$ cat config.mk
export PLATFORM = sky130hd
export DESIGN_NAME = display_palette
export DESIGN_NICKNAME = d
export VERILOG_FILES = /design/src/rtl/display_palette.sv
export SDC_FILE = /design/constraint.sdc
export NUM_CORES = 1
export LEC_CHECK = 0
export BUFFER_PORTS_ARGS = -buffer_cell sky130_fd_sc_hd__buf_2
export CORE_UTILIZATION = 50
export CTS_CLUSTER_SIZE = 10
export DETAILED_ROUTE_END_ITERATION = 10
export GPL_TIMING_DRIVEN = 1
export PLACE_DENSITY = 0.67
export SYNTH_ARGS = -nofsm -noshare
export SYNTH_HDL_FRONTEND = slang
export SYNTH_SLANG_ARGS = --single-unit
export TNS_END_PERCENT = 1
$ cat constraint.sdc
create_clock -name clk -period 3.2 [get_ports clk]
set_clock_uncertainty 0.05 [all_clocks]
set_input_delay 0.96 -clock clk [delete_from_list [all_inputs] [get_ports clk]]
set_output_delay 0.96 -clock clk [all_outputs]
set_load 0.02 [all_outputs]
$ cat src/rtl/display_palette.sv
// Category-to-RGB mapper: runtime-writable palette, per-category blinking, video blanking, 2-cycle pipeline.
// Optional hit-flash colour inversion is enabled by defining DISPLAY_PALETTE_HIT_FLASH_EN.
module display_palette #(
    parameter int CAT_W        = 4,
    parameter int NUM_CAT      = 16,
    parameter int COLOR_W      = 4,
    parameter int BLINK_FRAMES = 15
) (
    input  logic                   clk,
    input  logic                   rst,
    input  logic [CAT_W-1:0]       category,
    input  logic                   video_on,
    input  logic                   frame_tick,
    input  logic [NUM_CAT-1:0]     blink_mask,
    input  logic                   pal_we,
    input  logic [CAT_W-1:0]       pal_addr,
    input  logic [3*COLOR_W-1:0]   pal_data,
`ifdef DISPLAY_PALETTE_HIT_FLASH_EN
    input  logic                   hit_flash,
`endif
    output logic [COLOR_W-1:0]     red,
    output logic [COLOR_W-1:0]     green,
    output logic [COLOR_W-1:0]     blue,
    output logic                   blink_phase
);

    localparam int RGB_W = 3 * COLOR_W;
    localparam int CNT_W = (BLINK_FRAMES > 1) ? $clog2(BLINK_FRAMES) : 1;
    localparam logic [CNT_W-1:0]   CNT_LAST = CNT_W'(BLINK_FRAMES - 1);
    localparam logic [COLOR_W-1:0] CH_ONES  = '1;
    localparam logic [COLOR_W-1:0] CH_ZERO  = '0;

    function automatic logic [RGB_W-1:0] default_entry(input int idx);
        case (idx)
            1, 2:    return {CH_ONES, CH_ONES, CH_ONES};
            3:       return {CH_ZERO, CH_ONES, CH_ONES};
            default: return '0;
        endcase
    endfunction

    logic [RGB_W-1:0] palette [NUM_CAT];
    logic [RGB_W-1:0] lookup_entry;
    logic             lookup_mask;
    logic [RGB_W-1:0] entry_s1;
    logic             video_on_s1;
    logic             hide_s1;
    logic [RGB_W-1:0] visible;
    logic [RGB_W-1:0] rgb_next;
    logic [RGB_W-1:0] rgb_q;
    logic [CNT_W-1:0] blink_cnt;
    logic             flash_active;

    // Addresses at or above NUM_CAT never match an entry, so such writes fall away.
    always_ff @(posedge clk) begin
        for (int i = 0; i < NUM_CAT; i++) begin
            if (rst) begin
                palette[i] <= default_entry(i);
            end else if (pal_we && pal_addr == CAT_W'(i)) begin
                palette[i] <= pal_data;
            end
        end
    end

    // Out-of-range categories leave the defaults: black entry, never hidden.
    always_comb begin
        lookup_entry = '0;
        lookup_mask  = 1'b0;
        for (int i = 0; i < NUM_CAT; i++) begin
            if (category == CAT_W'(i)) begin
                lookup_entry = palette[i];
                lookup_mask  = blink_mask[i];
            end
        end
    end

    always_ff @(posedge clk) begin
        if (rst) begin
            blink_cnt   <= '0;
            blink_phase <= 1'b0;
        end else if (frame_tick) begin
            if (blink_cnt == CNT_LAST) begin
                blink_cnt   <= '0;
                blink_phase <= ~blink_phase;
            end else begin
                blink_cnt <= blink_cnt + 1'b1;
            end
        end
    end

`ifdef DISPLAY_PALETTE_HIT_FLASH_EN
    logic [2:0] flash_cnt;

    always_ff @(posedge clk) begin
        if (rst) begin
            flash_cnt <= '0;
        end else if (hit_flash) begin
            flash_cnt <= 3'd4;
        end else if (frame_tick && flash_cnt != 3'd0) begin
            flash_cnt <= flash_cnt - 3'd1;
        end
    end

    assign flash_active = (flash_cnt != 3'd0);
`else
    assign flash_active = 1'b0;
`endif

    // Stage 1 uses the pre-tick blink_phase, since the register updates on this same edge.
    always_ff @(posedge clk) begin
        if (rst) begin
            entry_s1    <= '0;
            video_on_s1 <= 1'b0;
            hide_s1     <= 1'b0;
        end else begin
            entry_s1    <= lookup_entry;
            video_on_s1 <= video_on;
            hide_s1     <= blink_phase & lookup_mask;
        end
    end

    always_comb begin
        visible  = hide_s1 ? '0 : entry_s1;
        rgb_next = '0;
        if (video_on_s1) begin
            rgb_next = flash_active ? ~visible : visible;
        end
    end

    always_ff @(posedge clk) begin
        if (rst) begin
            rgb_q <= '0;
        end else begin
            rgb_q <= rgb_next;
        end
    end

    assign red   = rgb_q[RGB_W-1 -: COLOR_W];
    assign green = rgb_q[2*COLOR_W-1 -: COLOR_W];
    assign blue  = rgb_q[COLOR_W-1:0];

endmodule

### Word level (Yosys, flattened, before mapping)

Memories as Yosys holds them, arrays and structs flattened.
Index checks and enable logic that the tools add are counted.

| cells by class | value |
|---|---|
| bitwise gates (word level) | 19 |
| mux-type cells | 102 |
| equal/unequal tests | 31 |
| add/sub/neg operators | 1 |
| reduce and logical (&&, ||, !) cells | 20 |

Operator list:

| cell | number |
|---|---|
| 12-bit two-way mux | 35 |
| 4-bit == test (second input constant) | 17 |
| 1-bit two-way mux | 66 |
| 4-bit by 3-bit == test with 1-bit output (second input constant) | 8 |
| 4-bit by 2-bit == test with 1-bit output (second input constant) | 4 |
| 1-bit logical AND | 16 |
| 1-bit OR | 16 |
| 4-bit by 1-bit == test with 1-bit output (second input constant) | 2 |
| 4-bit zero test | 2 |
| 4-bit by 1-bit adder with 4-bit output (second input constant) | 1 |
| 4-bit two-way mux | 1 |
| 3-bit OR reduction | 1 |
| 1-bit NOT | 2 |
| 2-bit AND reduction | 1 |
| 1-bit AND | 1 |

| word-level totals | value |
|---|---|
| bits in writable memories | 192 |
| register bits after elaboration | 31 |
| input port bits | 41 |
| logic and storage cells | 180 |
| memories kept | 1 |

Memories:

| memory | depth | width | rd ports | clocked after memory_dff | write ports | line | source |
|---|---|---|---|---|---|---|---|
| palette | 16 | 12 | 16 | 0 | 16 | 41 | `logic [RGB_W-1:0] palette [NUM_CAT];` |

### Depth between registers and ports, before layout

| depth | value |
|---|---|
| word-level depth | 18 |
| depth in mapped cells | 9 |
| gate-level depth less buffers | 5 |

### Worst setup path after synthesis

Ideal clock, no wire load.

| timing path | value |
|---|---|
| path kind | input -> register |
| from | input pal_addr[1] |
| to | memory palette[0][60] in the netlist's numbering (enable) |
| library setup time | 383 ps |
| required time | 2767 ps |
| cell stages on the path | 4 |
| arrival | 2074 ps |
| setup slack | 692 ps |
| cells stage by stage | nand2b_1 clkbuf_1 clkbuf_1 o21bai_1 |

RTL lines:

| what | line | source |
|---|---|---|
| from (decl) | 16 | `input logic [CAT_W-1:0] pal_addr,` |
| to (decl) | 41 |  |

### Worst setup path in the final report

| timing path | value |
|---|---|
| from | input category[0] |
| to | register entry_s1[0] |

| on the way | value |
|---|---|
| cells in the longest elaborated chain, start to end | 17 |
| elaborated cells between the ends (all ways) | 32 |

RTL lines:

| what | line | source |
|---|---|---|
| from (decl) | 11 | `input logic [CAT_W-1:0] category,` |
| 4-bit zero test | 69 | `if (category == CAT_W'(i)) begin` |
| 12-bit two-way mux (15 in a row) | 69 |  |
| 12-bit two-way mux (*) | 69 |  |
| to (signal assigned) | 115 | `entry_s1 <= lookup_entry;` |
| to (decl) | 44 | `logic [RGB_W-1:0] entry_s1;` |

Mark *: on every way between the ends. The rest lies on a longest branch, timed or not.
A chain may end at the register's enable or synchronous reset.

==> out/qor.txt <==
Crit path time final -> 2.48 ns
Relative slew slack -> 32.2%
Starting DRT DRC Count -> 735
Clk slew on worst S/H paths -> 0.06 ns
Worst Tran Pin Value -> 1.02 ns
Total Neg Setup Slack -> 0 ns
Core footprint -> 0.0204 mm2
Final Max Tran Viols -> 0
Routed vias -> 7389
Final Non-Filler Cells -> 1230
Leakage power -> 4.38 nW
WS Path Type -> input port to flip-flop
Boundary Pins -> 54
Clk sinks -> 223
Hold Path Depth -> 1
Worst setup EP type -> flip-flop
Grt ovf -> 0
Maximum Capacitance Violations -> 0
First-pass GRT wire length -> 45900 um
Starting density of the core -> 51.4%
Fmax achieved -> 404 MHz
Hpwl dp -> 20300 um
YS warnings -> 0
Die Ht -> 147 um
Asr flop ratio synth -> 0%
Vias in the first global route -> 7217
Post-synthesis cell count -> 876
Initial antenna violation count -> 3
CP Data Required Time -> 3.62 ns
Full die area -> 0.0215 mm2
Synthesized cell area -> 0.0105 mm2
Placed Cells -> 1181
PortBufs -> 53
Die width -> 147 um
Total setup buffers inserted after CTS -> 0
Syn-to-layout area delta -> 14.6%
H-tree levels -> 1
Syn nets -> 917
Clock latency at the later pin of the worst-skew pair -> 0.52 ns
Number of synthesized flops with an enable pin -> 192
Worst-path fanout max -> 22
Synth area leaders -> edfxtp_1 55%, and2_1 10%, dfxtp_1 5.9%
Hold buffers post-CTS -> 0
Worst R2R Path Depth -> 5
Distinct cell type count after synthesis -> 63
CTS-repair resized insts -> 0
RSZ-0062 raised after global routing -> false
Syn_area_per_cell -> 11.9 um2
CTS Buf Count -> 26
WL/cell -> 24.7 um
PwrDens -> 562 mW/mm2
Final WL -> 30400 um
Share of the synthesized area in the top cell type -> 55.1%
Worst vdd ir -> 0.297 mV
Routability congestion estimate -> 0.959
GRT Overall Usage -> 29.0%
# setup viols final -> 0
Top FF cell, synth -> edfxtp_1
Leading area contributor after synthesis -> edfxtp_1
Via density -> 6.01
Critical path arrival -> 2.89 ns
Most common cell after layout, fill and taps aside -> edfxtp_1
Share of cells above drive strength 1 -> 16.2%
Outcome -> finished, final reports clean
Final cycle utilization of the critical path -> 77.4%
DR DRC count -> 0
Number of synthesized register bits -> 223
Class of the worst hold path -> flip-flop to flip-flop
Commonest cells after routing, fill and taps aside -> 192 x edfxtp_1, 173 x and2_1, 54 x buf_4
Final Hold Viols -> 0
CTS tree -> done
Max clock buf depth -> 3
DRT antenna net count -> 0
Pre-antenna DRT Iters -> 7
CTS Root Cell -> clkbuf_16
Final net count -> 980
Largest net degree at the start of global routing -> 39
Crit start category -> input port
Cell Rows -> 52
Sequential share of the synthesized area -> 61.0%
==> synthesized netlist by cell type (8+ instances only) <==
cell	n
a21o_1	8
a21oi_1	37
a221oi_1	8
a22oi_1	9
a31oi_1	12
and2_1	173
buf_2	13
buf_4	9
clkbuf_1	50
dfxtp_1	31
edfxtp_1	192
inv_1	8
mux2_1	8
mux2i_1	17
nand2_1	36
nand2b_1	12
nor2_1	41
nor2b_1	14
o21ai_0	21
o21bai_1	16
o22ai_1	18
or3_1	38
==> metal layers <==
metal	up-vias	GRT usage, %	part of all wire, %
met5	-	0	0
li1	3337	-	-
met2	381	44.3	45
met1	3613	42.2	44
met3	58	5.41	9.1
met4	0	8.65	2.7
==> registers in the layout (all words and copies together) (netlist names) <==
name,count
palette,192
entry_s1,12
rgb_q,12
blink_cnt,4
blink_phase,1
hide_s1,1
video_on_s1,1
==> worst paths after layout <==
| path | slack, ns | from | end |
|---|---|---|---|
| max | 0.72 | category[0] | entry_s1[0] |
| min | 0.38 | entry_s1[9] | rgb_q[9] |
| max reg2reg | 1.50 | palette[0][11] | entry_s1[11] |
| min reg2reg | 0.38 | entry_s1[9] | rgb_q[9] |
==> metrics by stage <==
stage | hold slack (ns) | worst slack [ns] | power [W] | util, % | instance area [um2]
detailed placement | 0.368 | 0.262 | 0.00405 | 55.0 | 11200
floorplan | 0.356 | 0.692 | 0.00376 | - | 10500
global route | 0.401 | 0.614 | 0.00692 | 58.8 | 12000
CTS | 0.380 | 0.800 | 0.00675 | 58.8 | 12000
finish | 0.377 | 0.723 | 0.00674 | 58.8 | 12000
global placement | 0.363 | 0.310 | 0.00405 | 55.0 | 11200
==> final cells by class <==
cell class | instances | area, um2
Fill cell | 1661 | 8380
Sequential cell | 223 | 6390
Multi-Input combinational cell | 568 | 3700
Clock buffer | 48 | 774
Timing Repair Buffer | 111 | 751
Tap cell | 270 | 338
Inverter | 9 | 33.8
Antenna cell | 1 | 2.50
==> where the power goes <==
part / internal [W] / leakage [nW] / switching (W) / total (W)
logic: 0.000212 / 1.90 / 0.000397 / 0.000610
clock network: 0.00161 / 0.370 / 0.00112 / 0.00273
registers: 0.00333 / 2.11 / 0.0000721 / 0.00340
==> cell families after synthesis <==
| family | Yosys count | synth area share (%) |
|---|---|---|
| mux | 37 | 4.32 |
| flops | 223 | 61.0 |
| compound gates | 188 | 12.2 |
| buf+inv | 85 | 3.60 |
| simple gates | 343 | 18.8 |
==> critical path: stages <==
cell and delay [ns]:
buf_2 0.50, inv_1 0.21, nand2_1 0.19, o22ai_1 0.10, nor4_1 0.69, o21a_1 0.22
No activity file was read; power rests on OpenSTA's default activity.
